--- src/rtl/rv_pkg.sv ---
// Shared definitions for the reservation-station issue path.
// Holds the default entry count, the derived index width and a one-hot to
// binary encoder that is shared by the issue arbiter and the issue read-out mux.
package rv_pkg;

  localparam int RV_ENTRIES     = 16;
  localparam int RV_IDX_W       = $clog2(RV_ENTRIES);

  // Upper bound on the supported entry count; the encoder is sized for it so
  // every instance can share one function regardless of its ENTRIES value.
  localparam int RV_MAX_ENTRIES = 32;
  localparam int RV_MAX_IDX_W   = 5;

  // One-hot to binary. OR-ing indices is exact for a one-hot input and
  // returns 0 for an all-zero input, which is the idle grant index.
  function automatic logic [RV_MAX_IDX_W-1:0] rv_oh2idx(
    input logic [RV_MAX_ENTRIES-1:0] oh
  );
    logic [RV_MAX_IDX_W-1:0] idx;
    idx = '0;
    for (int i = 0; i < RV_MAX_ENTRIES; i++) begin
      if (oh[i]) idx = idx | RV_MAX_IDX_W'(i);
    end
    return idx;
  endfunction

endpackage

--- src/rtl/rv_pri.sv ---
// Find-first picker: grants the lowest-index set bit of the request vector.
// Purely combinational; o_any flags that at least one request is set.
module rv_pri
  import rv_pkg::*;
#(
  parameter int SIZE = RV_ENTRIES
) (
  input  logic [SIZE-1:0] i_req,
  output logic [SIZE-1:0] o_gnt,
  output logic            o_any
);

  // x & -x isolates the lowest set bit without a priority chain in source.
  assign o_gnt = i_req & (~i_req + SIZE'(1));
  assign o_any = |i_req;

endmodule

--- src/rtl/rv_issue_arb.sv ---
// Reservation-station issue arbiter.
// Tracks per-entry valid/ready, builds the request vector (valid & ready &
// not currently presented), picks one entry and presents it downstream from
// registers with a valid/take handshake. A taken entry is freed.
// Optional build macro RV_ISSUE_RR_EN: rotating priority starting just above
// the last taken entry (second picker instance). Default: fixed priority,
// index 0 highest.
module rv_issue_arb
  import rv_pkg::*;
#(
  parameter int ENTRIES = RV_ENTRIES,
  parameter int IDX_W   = $clog2(ENTRIES)
) (
  input  logic               clk,
  input  logic               rst,
  input  logic               i_flush,
  input  logic               i_alloc_vld,
  input  logic [IDX_W-1:0]   i_alloc_idx,
  input  logic               i_alloc_rdy,
  input  logic [ENTRIES-1:0] i_wake_vec,
  output logic               o_issue_vld,
  output logic [IDX_W-1:0]   o_issue_idx,
  output logic [ENTRIES-1:0] o_issue_oh,
  input  logic               i_issue_take,
  output logic [ENTRIES-1:0] o_free_vec,
  output logic [IDX_W:0]     o_count,
  output logic               o_full,
  output logic               o_empty
);

  localparam int CNT_W = IDX_W + 1;

  // Entry state and presented grant.
  logic [ENTRIES-1:0] r_valid;
  logic [ENTRIES-1:0] r_ready;
  logic               r_issue_vld;
  logic [ENTRIES-1:0] r_issue_oh;
  logic [IDX_W-1:0]   r_issue_idx;
  logic [CNT_W-1:0]   r_count;

  logic [ENTRIES-1:0] w_req;
  logic [ENTRIES-1:0] w_pick;
  logic               w_any;
  logic [IDX_W-1:0]   w_pick_idx;
  logic               w_load;
  logic               w_take;
  logic [ENTRIES-1:0] w_take_oh;
  logic [ENTRIES-1:0] w_alloc_oh;
  logic [ENTRIES-1:0] w_valid_nxt;
  logic [ENTRIES-1:0] w_ready_nxt;
  logic [CNT_W-1:0]   w_count_nxt;

  // The presented entry is masked out so it cannot be picked a second time
  // while it waits for take.
  assign w_req = r_valid & r_ready & ~(r_issue_oh & {ENTRIES{r_issue_vld}});

  // The grant register reloads whenever it is empty or being consumed;
  // otherwise it holds even if a higher-priority entry becomes ready.
  assign w_load    = ~r_issue_vld | i_issue_take;
  assign w_take    = r_issue_vld & i_issue_take;
  assign w_take_oh = r_issue_oh & {ENTRIES{w_take}};

`ifdef RV_ISSUE_RR_EN
  logic [IDX_W-1:0]   r_last;
  logic [ENTRIES-1:0] w_mask;
  logic [ENTRIES-1:0] w_req_m;
  logic [ENTRIES-1:0] w_pick_m;
  logic [ENTRIES-1:0] w_pick_u;
  logic               w_any_m;

  // Mask keeps only entries strictly above the last taken one.
  always_comb begin
    w_mask = '0;
    for (int i = 0; i < ENTRIES; i++) begin
      w_mask[i] = (i > int'(r_last));
    end
  end

  assign w_req_m = w_req & w_mask;

  rv_pri #(.SIZE(ENTRIES)) u_pri_masked (
    .i_req (w_req_m),
    .o_gnt (w_pick_m),
    .o_any (w_any_m)
  );

  rv_pri #(.SIZE(ENTRIES)) u_pri_unmasked (
    .i_req (w_req),
    .o_gnt (w_pick_u),
    .o_any (w_any)
  );

  // Prefer the rotated request; wrap to plain priority when nothing is above.
  assign w_pick = w_any_m ? w_pick_m : w_pick_u;

  // Last-grant pointer follows every take; flush leaves it untouched.
  always_ff @(posedge clk) begin
    if (rst) begin
      r_last <= '0;
    end else if (!i_flush && w_take) begin
      r_last <= r_issue_idx;
    end
  end
`else
  rv_pri #(.SIZE(ENTRIES)) u_pri (
    .i_req (w_req),
    .o_gnt (w_pick),
    .o_any (w_any)
  );
`endif

  assign w_pick_idx = IDX_W'(rv_oh2idx(RV_MAX_ENTRIES'(w_pick)));

  // Decode the allocation index into a one-hot update mask.
  always_comb begin
    // NOTE: every always_comb output gets a default first so no path leaves
    // it unassigned, which would otherwise infer a latch.
    w_alloc_oh = '0;
    for (int i = 0; i < ENTRIES; i++) begin
      w_alloc_oh[i] = i_alloc_vld && (int'(i_alloc_idx) == i);
    end
  end

  // Next entry state: wake only touches valid entries, take clears the
  // presented entry, and a same-cycle alloc of that entry wins over the take.
  always_comb begin
    w_valid_nxt = (r_valid & ~w_take_oh) | w_alloc_oh;
    w_ready_nxt = ((r_ready | (i_wake_vec & r_valid)) & ~w_take_oh & ~w_alloc_oh)
                | (w_alloc_oh & ({ENTRIES{i_alloc_rdy}} | i_wake_vec));
  end

  // Occupancy counter: alloc and take in the same cycle cancel out.
  always_comb begin
    w_count_nxt = r_count;
    case ({i_alloc_vld, w_take})
      2'b10:   w_count_nxt = r_count + CNT_W'(1);
      2'b01:   w_count_nxt = r_count - CNT_W'(1);
      default: w_count_nxt = r_count;
    endcase
  end

  // Entry state and counter; flush clears everything and drops same-cycle
  // alloc/wake/take.
  always_ff @(posedge clk) begin
    // NOTE: sequential state uses non-blocking assignments so every flop
    // samples pre-edge values regardless of statement order.
    if (rst || i_flush) begin
      r_valid <= '0;
      r_ready <= '0;
      r_count <= '0;
    end else begin
      r_valid <= w_valid_nxt;
      r_ready <= w_ready_nxt;
      r_count <= w_count_nxt;
    end
  end

  // Grant register: reloads from the picker when empty or taken, else holds.
  always_ff @(posedge clk) begin
    if (rst || i_flush) begin
      r_issue_vld <= 1'b0;
      r_issue_oh  <= '0;
      r_issue_idx <= '0;
    end else if (w_load) begin
      r_issue_vld <= w_any;
      r_issue_oh  <= w_pick;
      r_issue_idx <= w_pick_idx;
    end
  end

  assign o_issue_vld = r_issue_vld;
  assign o_issue_idx = r_issue_idx;
  assign o_issue_oh  = r_issue_oh;
  assign o_free_vec  = ~r_valid;
  assign o_count     = r_count;
  assign o_full      = (r_count == CNT_W'(ENTRIES));
  assign o_empty     = (r_count == '0);

endmodule

--- config.mk ---
export PLATFORM = sky130hd
export DESIGN_NAME = rv_issue_arb
export DESIGN_NICKNAME = d
export VERILOG_FILES = /design/src/rtl/rv_pkg.sv /design/src/rtl/rv_pri.sv /design/src/rtl/rv_issue_arb.sv
export SDC_FILE = /design/constraint.sdc
export NUM_CORES = 1
export LEC_CHECK = 0
export ABC_AREA = 1
export CAP_MARGIN = 25
export CELL_PAD_IN_SITES_DETAIL_PLACEMENT = 1
export CELL_PAD_IN_SITES_GLOBAL_PLACEMENT = 1
export CORE_ASPECT_RATIO = 2
export CORE_MARGIN = 3
export CORE_UTILIZATION = 38
export DETAILED_ROUTE_END_ITERATION = 6
export GPL_TIMING_DRIVEN = 1
export PLACE_DENSITY = 0.92
export SLEW_MARGIN = 10
export SYNTH_ARGS = -nofsm -noshare
export SYNTH_HDL_FRONTEND = slang
export SYNTH_HIERARCHICAL = 1
export SYNTH_SLANG_ARGS = --single-unit
--- constraint.sdc ---
create_clock -name clk -period 5.65 [get_ports clk]
set_input_delay 1.13 -clock clk [delete_from_list [all_inputs] [get_ports clk]]
set_output_delay 1.13 -clock clk [all_outputs]
set_load 0.005 [all_outputs]
==> flow_summary.ini <==
[run_status]
status = complete, no violations

[synth]
yosys.area_share.simple_pct = 32.0
synth-edff-count = 0
yosys_most_used_dff = dfxtp_1
syn_area_mm2 = 0.00319
ys_seq_area_share_pct = 36.3
synth_compound_area_share_pct = 18.2
syn_nets = 505
syn_avg_cell_area_um2 = 6.72
synth-xor-area-share_pct = 0.823
ys_types = 34
yosysWarnings = 6
synth_mux_area_share_pct = 0
yosysTopAreaCellShare_pct = 36.3
yosysTopAreaCell = dfxtp_1
ys_top_cells_by_area = dfxtp_1 36%, nand2_1 13%, a21oi_1 7.7%
synth_adder_area_share_pct = 1.57
synth-seq-cells = 58
async_flop_share_pct = 0
synth_top_family_by_area = simple AND/OR/NAND/NOR gates
syn_inst = 475

[sta]
holdWs_ps = 495
min_period_ps = 3160
post-route-period-util_pct = 55.9
setup-violations-final = 0
fmax_mhz = 316
drv_slew = 0
fin_skew_ps = 3.76
hold_viol = 0
slew_headroom_pct = 50.3
layout_setup_ws_ps = 2490
tns_ps = 0
max_slew.worst_pin.slew_ps = 744
rsz0062_at_grt = no

[layout]
final_nets = 571
fillers = 1057
layout_commonest_cell = nand2_1
areaGrowthSynthToFinish_pct = 30.7
fin_area_mm2 = 0.00418
n_antenna_cell = 0
drive_gt1_share_pct = 10.1
final_cell_mix = 111 x nand2_1, 69 x clkdlybuf4s50_1, 58 x dfxtp_1

[routing]
wire_per_inst_um = 17.1
first_pass_iters = 4
drt_wl_total_mm = 11.0
drc = 0
ant_nets = 0
routed_via_density = 5.41
first_iter_violations = 139
vias = 3467

[global_routing]
grt_usage_pct = 24.0
grt_pass1_vias = 3715
grt_max_degree = 32
antenna_found_initial = 0
grt_pass1_wl_mm = 17.9
grt_remaining_overflow = 0

[critical_path]
crit_path_max_fanout = 18
cp.arrival_ps = 3390
cp.required_ps = 5880
endpoint_kind = register
worstSetupStartpointType = input pin
criticalPathCategory = in2reg

[power_and_ir_drop]
p_leak_nw = 1.59
vdd_drop_max_v = 0.000157
p_per_area_mw_per_mm2 = 236

[clock_tree]
cts-resized-gates = 0
path_clk_slew_ps = 50
postCtsHoldBufs = 0
clock_latency_ps = 330
cts_buffers = 9
cts.sinks = 58
postCtsSetupRepairBufs = 0
clk_path_buf_depth = 2
cts_tree = done
root_buffer = clkbuf_16
cts_max_level = 3

[run]
maxCapViolCount = 0

[place]
placed_area_mm2 = 0.00391
pre_cts_ws_ps = 2180
port_buffers = 69
gp_congestion = 0.891
dp_hpwl_mm = 8.31

[die]
die_h_um = 136
die_area_mm2 = 0.00961
core_area_mm2 = 0.00806
io_pins = 70
rows = 46
initial_utilization_pct = 39.6
die_w_um = 70.8

[min_path]
worstHoldPathType = reg2reg
==> synth_stat cells, types with 2 or more instances <==
cell,n
nand2_1,111
dfxtp_1,58
inv_1,56
a21oi_1,49
nor2_1,45
nand3_1,40
o21ai_1,18
a31oi_1,12
nand2_2,7
nor3_1,7
o21ai_0,7
or2_2,7
nor2_2,6
a21oi_2,5
buf_2,5
buf_6,5
inv_2,5
ha_1,4
a211oi_2,3
buf_4,3
clkbuf_1,3
xor2_1,3
nor2_4,2
nor4_1,2
o211ai_1,2
o21bai_1,2
==> per-layer routing <==
| metal | wire length [um] | GRT usage, % | part of all wire, % | up-vias |
|---|---|---|---|---|
| li1 | - | - | - | 1673 |
| met1 | 3780 | 22.5 | 35 | 1682 |
| met2 | 6370 | 47.2 | 58 | 81 |
| met3 | 366 | 5.13 | 3.3 | 31 |
| met4 | 432 | 11.4 | 3.9 | 0 |
| met5 | 0 | 0 | 0 | - |
==> path summary, 6_finish.rpt <==
kind	cells past startpoint	startpoint	end	slack [ps]
max	13	i_issue_take	o_count[2]	2490
min reg2reg	2	r_ready[6]	r_ready[6]	500
max reg2reg	12	o_issue_vld	o_count[2]	2960
min	2	r_ready[6]	r_ready[6]	500
==> kinds of logic after synthesis <==
logic type | count (synthesis)
fa+ha+maj | 4
compound gates | 100
buf+inv | 79
flops | 58
xor+xnor | 3
simple gates | 231
==> through the flow <==
step,util [%],power (mW),cells
after global routing,51.8,1.02,641
after global placement,48.5,0.491,626
after floorplan,-,0.457,475
final,51.8,0.985,641
after CTS,51.8,0.992,641
after detailed placement,48.5,0.494,626
==> critical path, cell delays in order <==
cell	delay, ps
clkdlybuf4s50_1	530
nand2_1	90
inv_2	310
ha_1	350
nand2_1	90
inv_1	100
nor2_1	70
ha_1	180
inv_1	60
nand2_1	80
xor2_1	170
o21ai_0	170
inv_1	50
==> where the power goes <==
| group | switching [mW] | total (mW) | internal, mW | leakage [nW] |
|---|---|---|---|---|
| Clock | 0.184 | 0.499 | 0.315 | 0.138 |
| Sequential | 0.00348 | 0.417 | 0.413 | 0.468 |
| Combinational | 0.0371 | 0.0698 | 0.0327 | 0.988 |
==> state kept, by name, summed over array words and instances (netlist names) <==
name,cells
o_issue_idx,4
o_issue_oh,16
o_count,5
r_ready,16
r_valid,16
o_issue_vld,1
==> area by class of cell <==
class,count,area (um2),area share [%]
tap,96,120,2.88
timing repair buffer,71,706,16.9
sequential,58,1160,27.8
clock inverter,3,15.0,0.359
multi-input combinational,338,1680,40.2
inverter,63,239,5.72
clock buffer,12,256,6.14
Power figures use the tool's default switching activity.
